### src/rtl/md5_candidate_gen.sv
// Brute-force string enumerator for the MD5 pipeline: emits every string over
// [CHAR_BASE, CHAR_BASE+CHAR_COUNT-1], shortest first, one per accepted cycle.
module md5_candidate_gen #(
   parameter int          MIN_LEN    = 1,
   parameter int          MAX_LEN    = 8,
   parameter logic [7:0]  CHAR_BASE  = 8'h61,
   parameter int          CHAR_COUNT = 26
) (
   input  logic          clk,
   input  logic          rst,
   input  logic          start,
   input  logic          ready,
   output logic          valid,
   output logic [447:0]  message,
   output logic [63:0]   length,
   output logic [63:0]   index,
   output logic          busy,
   output logic          done
);

   // state | meaning
   // IDLE  | waiting for start after reset, outputs zero
   // RUN   | presenting candidates, advancing on valid & ready
   // DONE  | enumeration exhausted, last candidate held until start
   typedef enum logic [1:0] {IDLE, RUN, DONE} state_t;

   localparam logic [7:0] LAST_CHAR = 8'(int'(CHAR_BASE) + CHAR_COUNT - 1);

   state_t        state_q, state_nx;
   logic [5:0]    n_q, n_nx;
   logic [447:0]  msg_q, msg_nx, msg_inc, msg_first;
   logic [63:0]   idx_q, idx_nx;
   logic [5:0]    first_len;
   logic          carry;
   logic          valid_q, busy_q, done_q;

   // The message register doubles as the digit store: byte k is CHAR_BASE+d[k].
   always_comb begin
      msg_inc = msg_q;
      carry   = 1'b1;
      for (int k = 0; k < MAX_LEN; k++) begin
         if (k < int'(n_q) && carry) begin
            if (msg_q[8*k +: 8] == LAST_CHAR) begin
               msg_inc[8*k +: 8] = CHAR_BASE;
            end else begin
               msg_inc[8*k +: 8] = msg_q[8*k +: 8] + 8'd1;
               carry             = 1'b0;
            end
         end
      end

      first_len = (state_q == RUN) ? n_q + 6'd1 : 6'(MIN_LEN);
      msg_first = '0;
      for (int k = 0; k < 56; k++) begin
         if (k < int'(first_len)) msg_first[8*k +: 8] = CHAR_BASE;
      end
   end

   always_comb begin
      state_nx = state_q;
      n_nx     = n_q;
      msg_nx   = msg_q;
      idx_nx   = idx_q;
      case (state_q)
         IDLE, DONE: begin
            if (start) begin
               state_nx = RUN;
               n_nx     = 6'(MIN_LEN);
               msg_nx   = msg_first;
               idx_nx   = '0;
            end
         end
         RUN: begin
            if (ready) begin
               if (!carry) begin
                  msg_nx = msg_inc;
                  idx_nx = idx_q + 64'd1;
               end else if (int'(n_q) < MAX_LEN) begin
                  n_nx   = n_q + 6'd1;
                  msg_nx = msg_first;
                  idx_nx = idx_q + 64'd1;
               end else begin
                  state_nx = DONE;
               end
            end
         end
         default: state_nx = IDLE;
      endcase
   end

   always_ff @(posedge clk) begin
      if (rst) begin
         state_q <= IDLE;
         n_q     <= '0;
         msg_q   <= '0;
         idx_q   <= '0;
         valid_q <= 1'b0;
         busy_q  <= 1'b0;
         done_q  <= 1'b0;
      end else begin
         state_q <= state_nx;
         n_q     <= n_nx;
         msg_q   <= msg_nx;
         idx_q   <= idx_nx;
         valid_q <= (state_nx == RUN);
         busy_q  <= (state_nx == RUN);
         done_q  <= (state_nx == DONE);
      end
   end

   assign valid   = valid_q;
   assign busy    = busy_q;
   assign done    = done_q;
   assign message = msg_q;
   assign length  = {55'd0, n_q, 3'd0};
   assign index   = idx_q;

endmodule
### config.mk
export PLATFORM = sky130hd
export DESIGN_NAME = md5_candidate_gen
export DESIGN_NICKNAME = d
export VERILOG_FILES = /design/src/rtl/md5_candidate_gen.sv
export SDC_FILE = /design/constraint.sdc
export NUM_CORES = 1
export LEC_CHECK = 0
export CAP_MARGIN = 10
export CORE_AREA = 2 2 229 231
export CTS_BUF_LIST = sky130_fd_sc_hd__clkbuf_16
export DETAILED_ROUTE_END_ITERATION = 7
export DIE_AREA = 0 0 231 233
export PLACE_DENSITY = 0.59
export SYNTH_ARGS = -nofsm -noshare
export SYNTH_HDL_FRONTEND = slang
export SYNTH_SLANG_ARGS = --single-unit
### constraint.sdc
create_clock -name clk -period 2.9 [get_ports clk]
set_input_delay 0.29 -clock clk [delete_from_list [all_inputs] [get_ports clk]]
set_output_delay 0.29 -clock clk [all_outputs]
set_load 0.01 [all_outputs]
### Yosys cells after proc, flatten, opt, wreduce, memory -nomap -nowiden

Index checks and enable logic that the tools add are counted.

| word-level totals | value |
|---|---|
| flip-flop bits (word level) | 522 |
| input bits | 4 |
| output and inout bits | 579 |

| operators by class | value |
|---|---|
| add/sub/neg operators | 10 |
| $lt $le $gt $ge | 65 |
| equal/unequal tests | 25 |
| multiplexer cells | 109 |
| reduce and logical (&&, ||, !) cells | 20 |

Operators by type and width:

| kind | count |
|---|---|
| 2-to-1 mux 448 bit | 4 |
| one-hot mux 448 bit (2 select lines) | 1 |
| 2-to-1 mux 7 bit | 56 |
| 2-to-1 mux 64 bit | 4 |
| less-than comparator 6 bit (first input constant) | 24 |
| 2-to-1 mux 8 bit | 16 |
| one-hot mux 64 bit (2 select lines) | 1 |
| less-than comparator 5 x 6 -> 1 bit (first input constant) | 16 |
| adder 64 x 1 -> 64 bit (second input constant) | 1 |
| adder 8 x 1 -> 8 bit (second input constant) | 8 |
| equality test 8 x 7 -> 1 bit (second input constant) | 8 |
| less-than comparator 3 x 6 -> 1 bit (first input constant) | 8 |
| less-than comparator 4 x 6 -> 1 bit (first input constant) | 8 |
| AND reduction 5 bit | 9 |
| 2-to-1 mux 6 bit | 5 |
| less-than comparator 1 x 6 -> 1 bit (first input constant) | 4 |
| less-than comparator 2 x 6 -> 1 bit (first input constant) | 4 |
| != test 3 bit (second input constant) | 8 |
| 2-to-1 mux 1 bit | 16 |
| one-hot mux 6 bit (2 select lines) | 1 |
| 2-to-1 mux 2 bit | 4 |
| logical AND 1 bit | 7 |
| adder 6 x 1 -> 6 bit (second input constant) | 1 |
| less-than comparator 6 x 4 -> 1 bit (second input constant) | 1 |
| 10 further kinds | 14 |

### Logic depth before layout (Yosys ltp)

| depth | value |
|---|---|
| depth after elaboration | 21 |
| depth in mapped cells | 12 |
| gate-level depth less buffers | 9 |

### Worst setup path before layout

OpenSTA, ideal clock, no wires.

| timing | value |
|---|---|
| path kind | reg-to-reg |
| start point | register msg_q[33] (netlist: message[33]) |
| end point | register msg_q[19] (netlist: message[19]) |
| data arrival time | 2.628 ns |
| required time | 2.784 ns |
| path slack | 0.156 ns |
| cell stages (with the launch flop) | 11 |
| path through | dfxtp_1 > ha_1 > or4bb_1 > o22ai_2 > o2111ai_4 > o31ai_4 > buf_6 > buf_6 > o21a_2 > o21ai_0 > a31o_2 |

| between the ends | value |
|---|---|
| cells in the longest elaborated chain, start to end | 12 |

Ends and longest elaborated chain:

| item | line | text |
|---|---|---|
| start, declared | 31 | `logic [447:0] msg_q, msg_nx, msg_inc, msg_first;` |
| start signal, assigned | 103 | `msg_q <= msg_nx;` |
| equality test 8 x 7 -> 1 bit * | 43 | `if (msg_q[8*k +: 8] == LAST_CHAR) begin` |
| 2-to-1 mux 1 bit * | 43 |  |
| 2-to-1 mux 1 bit * | 42 | `if (k < int'(n_q) && carry) begin` |
| 2-to-1 mux 1 bit / logical AND 1 bit (equally long branches) | 43, 42 |  |
| 2-to-1 mux 1 bit * | 42 |  |
| 2-to-1 mux 1 bit / logical AND 1 bit (equally long branches) | 43, 42 |  |
| 2-to-1 mux 1 bit * | 42 |  |
| 2-to-1 mux 1 bit / logical AND 1 bit (equally long branches) | 43, 42 |  |
| 2-to-1 mux 1 bit * | 42 |  |
| 2-to-1 mux 448 bit | 75 | `if (!carry) begin` |
| 2-to-1 mux 448 bit | 74 | `if (ready) begin` |
| one-hot mux 448 bit (2 select lines) | 64 | `case (state_q)` |

Every way passes the cells marked *; elsewhere a longest branch is shown, timed or not. The select of a mux whose other input is x is not followed.
A chain may end at the register's enable or synchronous reset.

### Final worst setup path

| timing | value |
|---|---|
| start point | register n_q[1] |
| end point | register idx_q[60] (netlist: index[60]) |

| between the ends | value |
|---|---|
| cells in the longest elaborated chain, start to end | 19 |

Ends and longest elaborated chain:

| item | line | text |
|---|---|---|
| start, declared | 30 | `logic [5:0] n_q, n_nx;` |
| start signal, assigned | 102 | `n_q <= n_nx;` |
| less-than comparator 1 x 6 -> 1 bit | 42 |  |
| 2-to-1 mux 1 bit | 42 |  |
| 2-to-1 mux 1 bit / logical AND 1 bit (equally long branches) | 43, 42 |  |
| 2-to-1 mux 1 bit | 42 |  |
| 2-to-1 mux 1 bit / logical AND 1 bit (equally long branches) | 43, 42 |  |
| 2-to-1 mux 1 bit | 42 |  |
| 2-to-1 mux 1 bit / logical AND 1 bit (equally long branches) | 43, 42 |  |
| 2-to-1 mux 1 bit | 42 |  |
| [... 3 more ...] | - |  |
| 2-to-1 mux 1 bit | 42 |  |
| 2-to-1 mux 1 bit / logical AND 1 bit (equally long branches) | 43, 42 |  |
| 2-to-1 mux 1 bit | 42 |  |
| 2-to-1 mux 1 bit / logical AND 1 bit (equally long branches) | 43, 42 |  |
| 2-to-1 mux 1 bit | 42 |  |
| 2-to-1 mux 64 bit | 75 |  |
| 2-to-1 mux 64 bit | 74 |  |
| one-hot mux 64 bit (2 select lines) | 64 |  |
| end signal, assigned | 104 | `idx_q <= idx_nx;` |
| end, declared | 32 | `logic [63:0] idx_q, idx_nx;` |

Parallel ways exist; a longest one is shown, timed or not. The select of a mux whose other input is x is not followed.

==> impl_metrics.env <==
export IMPL_slew_viol_final=0
export IMPL_htreeDepth=4
export IMPL_min_to="message[33]$_SDFFE_PP0P_"
export IMPL_fin_crit_sh=0.968
export IMPL_outcome="complete, no violations"
export IMPL_io_buffers=284
export IMPL_insertion_delay_ns=0.49
export IMPL_final_common_cell="conb_1"
export IMPL_grt_usage=0.127
export IMPL_period_minus_slack_ns=2.81
export IMPL_initial_utilization=0.231
export IMPL_min_from="rst"
export IMPL_grt_pass1_vias=8927
export IMPL_cts_sinks=186
export IMPL_viasPerCell=4.18
export IMPL_relSlewSlack=0.510
export IMPL_fp_dieH_um=233
export IMPL_drive_gt1_frac=0.112
export IMPL_rows=83
export IMPL_dp_cells=2362
export IMPL_fmax_mhz=356
export IMPL_grt_overflow_total=0
export IMPL_slowest_stage="dfxtp_2"
export IMPL_totalWireLength_mm=35.7
export IMPL_layout_area_overhead_vs_synth_pct=27.7
export IMPL_dieWidth_um=231
export IMPL_grt_max_degree=82
export IMPL_critical_path_class="flop to flop"
export IMPL_design_area_um2=15100
export IMPL_drt_first_iter_violations=614
export IMPL_root_buffer="clkbuf_16"
export IMPL_routedWlPerCell_um=14.9
export IMPL_instances_no_fill=2400
export IMPL_dieArea_um2=53800
export IMPL_worstReg2RegStart="n_q[1]$_SDFFE_PP0P_"
export IMPL_syn_area_per_cell_um2=8.17
export IMPL_reg2reg_slack_ns=0.09
export IMPL_critPathLaunch="n_q[1]$_SDFFE_PP0P_"
export IMPL_routed_via_count=10000
export IMPL_setup_violations=0
export IMPL_synth_largest_area_cell="dfxtp_1"
export IMPL_hold_class="primary input to flop"
export IMPL_synth_area_leaders="dfxtp_1, buf_4, nor2_1, and3_1, a21oi_1"
export IMPL_crit_fanout=16
export IMPL_io_pins=583
export IMPL_ant_nets=0
export IMPL_ys_flop_type="dfxtp_1"
export IMPL_finClkSkew_ns=0.0140
export IMPL_synth_warning_count=0
export IMPL_synth_cells=1443
export IMPL_worst_pin_slew_ns=0.733
export IMPL_clk_path_buf_depth=2
export IMPL_grt_first_pass_wirelength_mm=52.8
export IMPL_path_common_cell="buf_4"
export IMPL_antenna_found_initial=0
export IMPL_yosysUniqueCellTypes=75
export IMPL_nNetsFinal=1730
export IMPL_synth_top_cell_area_share=0.316
export IMPL_endpoint_kind="flop"
export IMPL_r2r_end="index[60]$_SDFFE_PP0P_"
export IMPL_core_area_um2=51100
export IMPL_cts_tree="built"
export IMPL_place_congestion=0.848
export IMPL_cp_start_kind="flop"
export IMPL_path_cells="inv_1 -> ha_1 -> nor2b_2 -> o22ai_4 -> buf_4 -> o2111a_1 -> buf_4 -> a211o_1 -> buf_12 -> nor4_1 -> xnor2_1 -> nor2_1"
export IMPL_leakagePower_nw=5.81
export IMPL_async_flop_share=0
export IMPL_hold_violations=0
export IMPL_synth_edf_count=0
export IMPL_layout_common_cells="conb_1, clkdlybuf4s50_1, dfxtp_1, nor2_1, buf_4"
export IMPL_max_stage_delay_ns=0.40
export IMPL_hpwl_mm=26.8
export IMPL_synth_seq_cells=186
export IMPL_rsz0062_at_grt="yes"
export IMPL_max_cap_violations=0
export IMPL_whs_path_depth=3
export IMPL_cts_clk_slew_worst_paths_ns=0.07
export IMPL_yosysSeqAreaShare=0.316
export IMPL_post_dp_cell_area_um2=14200
export IMPL_utilization=0.295
export IMPL_synth_area_um2=11800
export IMPL_numCtsBuffers=17
export IMPL_critical_path_required_ns=3.26
export IMPL_drc=0
export IMPL_power_mw=5.84
export IMPL_reg2reg_depth=12
export IMPL_drt_first_pass_iters=5
export IMPL_cp_arrival_ns=3.16
export IMPL_powerDensity_nw_per_um2=388
export IMPL_ir_drop_v=0.000383
==> critical path: cells and delay by family, from the launching register on <==
family | cells | cell delay [ns]
and+or+nand+nor | 3 | 0.62
buffers and inverters | 4 | 0.61
AOI/OAI and AO/OA | 3 | 0.61
DFF | 1 | 0.40
adders and majority gates | 1 | 0.25
xor gates and xnor gates | 1 | 0.17
==> layout make-up <==
class	instances	area, µm²
clock buffers	17	425
diodes	1	2.50
well taps	680	851
repair buffers	393	3730
flip-flops and latches	186	3720
multi-input cells	1079	6080
inverters	30	113
clock inverters	14	131
fillers	5430	36000
==> sequential cells by signal (all words and copies together), names as in the netlist <==
register	count
busy	1
done	1
index	64
message	112
n_q	6
state_q	2
==> through the flow <==
step	setup TNS, ns	hold slack [ns]	worst slack, ns
3_5_place_dp	-0.999	0.480	-0.0969
6_report	0	0.335	0.0918
4_1_cts	0	0.287	0.00412
5_1_grt	-0.196	0.324	-0.0382
2_1_floorplan	0	0.486	0.156
3_3_place_gp	-0.118	0.474	-0.0483
==> metal layers <==
layer,up-vias,track usage,share of wire
met1,4793,0.162,0.43
met4,0,0.0421,0.014
li1,4828,-,-
met2,389,0.204,0.48
met5,-,0,0
met3,30,0.0397,0.076
==> kinds of logic (layout without fill, tap and decap cells) <==
family / Yosys count / after routing / share of synthesized area
and+or+nand+nor: 484 / 484 / 0.216
buffers and inverters: 475 / 454 / 0.280
AOI/OAI and AO/OA: 216 / 216 / 0.122
DFF: 186 / 186 / 0.316
xor gates and xnor gates: 62 / 62 / 0.0461
adders and majority gates: 19 / 19 / 0.0202
other: 1 / 299 / 0.000318
==> where the power goes <==
part | total, mW | internal, mW | switching, mW
Combinational | 0.856 | 0.280 | 0.576
Clock | 2.36 | 1.25 | 1.11
Sequential | 2.62 | 2.59 | 0.0344
==> worst max-delay path by stage <==
stage,cells past startpoint,end,slack [ns]
floorplan,10,message[19]$_SDFFE_PP0P_,0.16
global placement,10,message[5]$_SDFFE_PP0P_,-0.05
detailed placement,11,message[32]$_SDFFE_PP0P_,-0.1
CTS,11,message[44]$_SDFFE_PP0P_,0.004
global route,10,message[44]$_SDFFE_PP0P_,-0.04
finish,12,index[60]$_SDFFE_PP0P_,0.09
==> Yosys cell counts, drive strengths merged (3+ instances only) <==
cell     number
dfxtp       186
o21ai        54
nor2b         3
nor3b         4
nand2        67
a31oi         7
or3          13
nand3        56
nand4        29
nor2        128
a311oi        4
ha           19
o21a          9
clkbuf       39
a211oi       12
nand4bb       3
and4          6
a21oi        69
nor4b         3
o2111ai       3
a21o          3
o32ai         7
and2          7
a2111oi       3
a211o         4
nor3         46
o22ai         3
a22o          6
buf         406
or2           5
o31ai         8
nand4b       10
and3         67
xnor2        32
a32o          4
xor2         30
nor4         15
or4           5
nand2b        6
nand3b        8
inv          29
==> timing repair <==
action                     4_1_cts  5_1_grt
setup buffers                    0        6
gates cloned                     0        0
hold buffers                     0        0
setup endpoints to repair       48       78
pin swaps                        1       10
gates resized for setup          5       44
(Power assumes the default switching activity.)
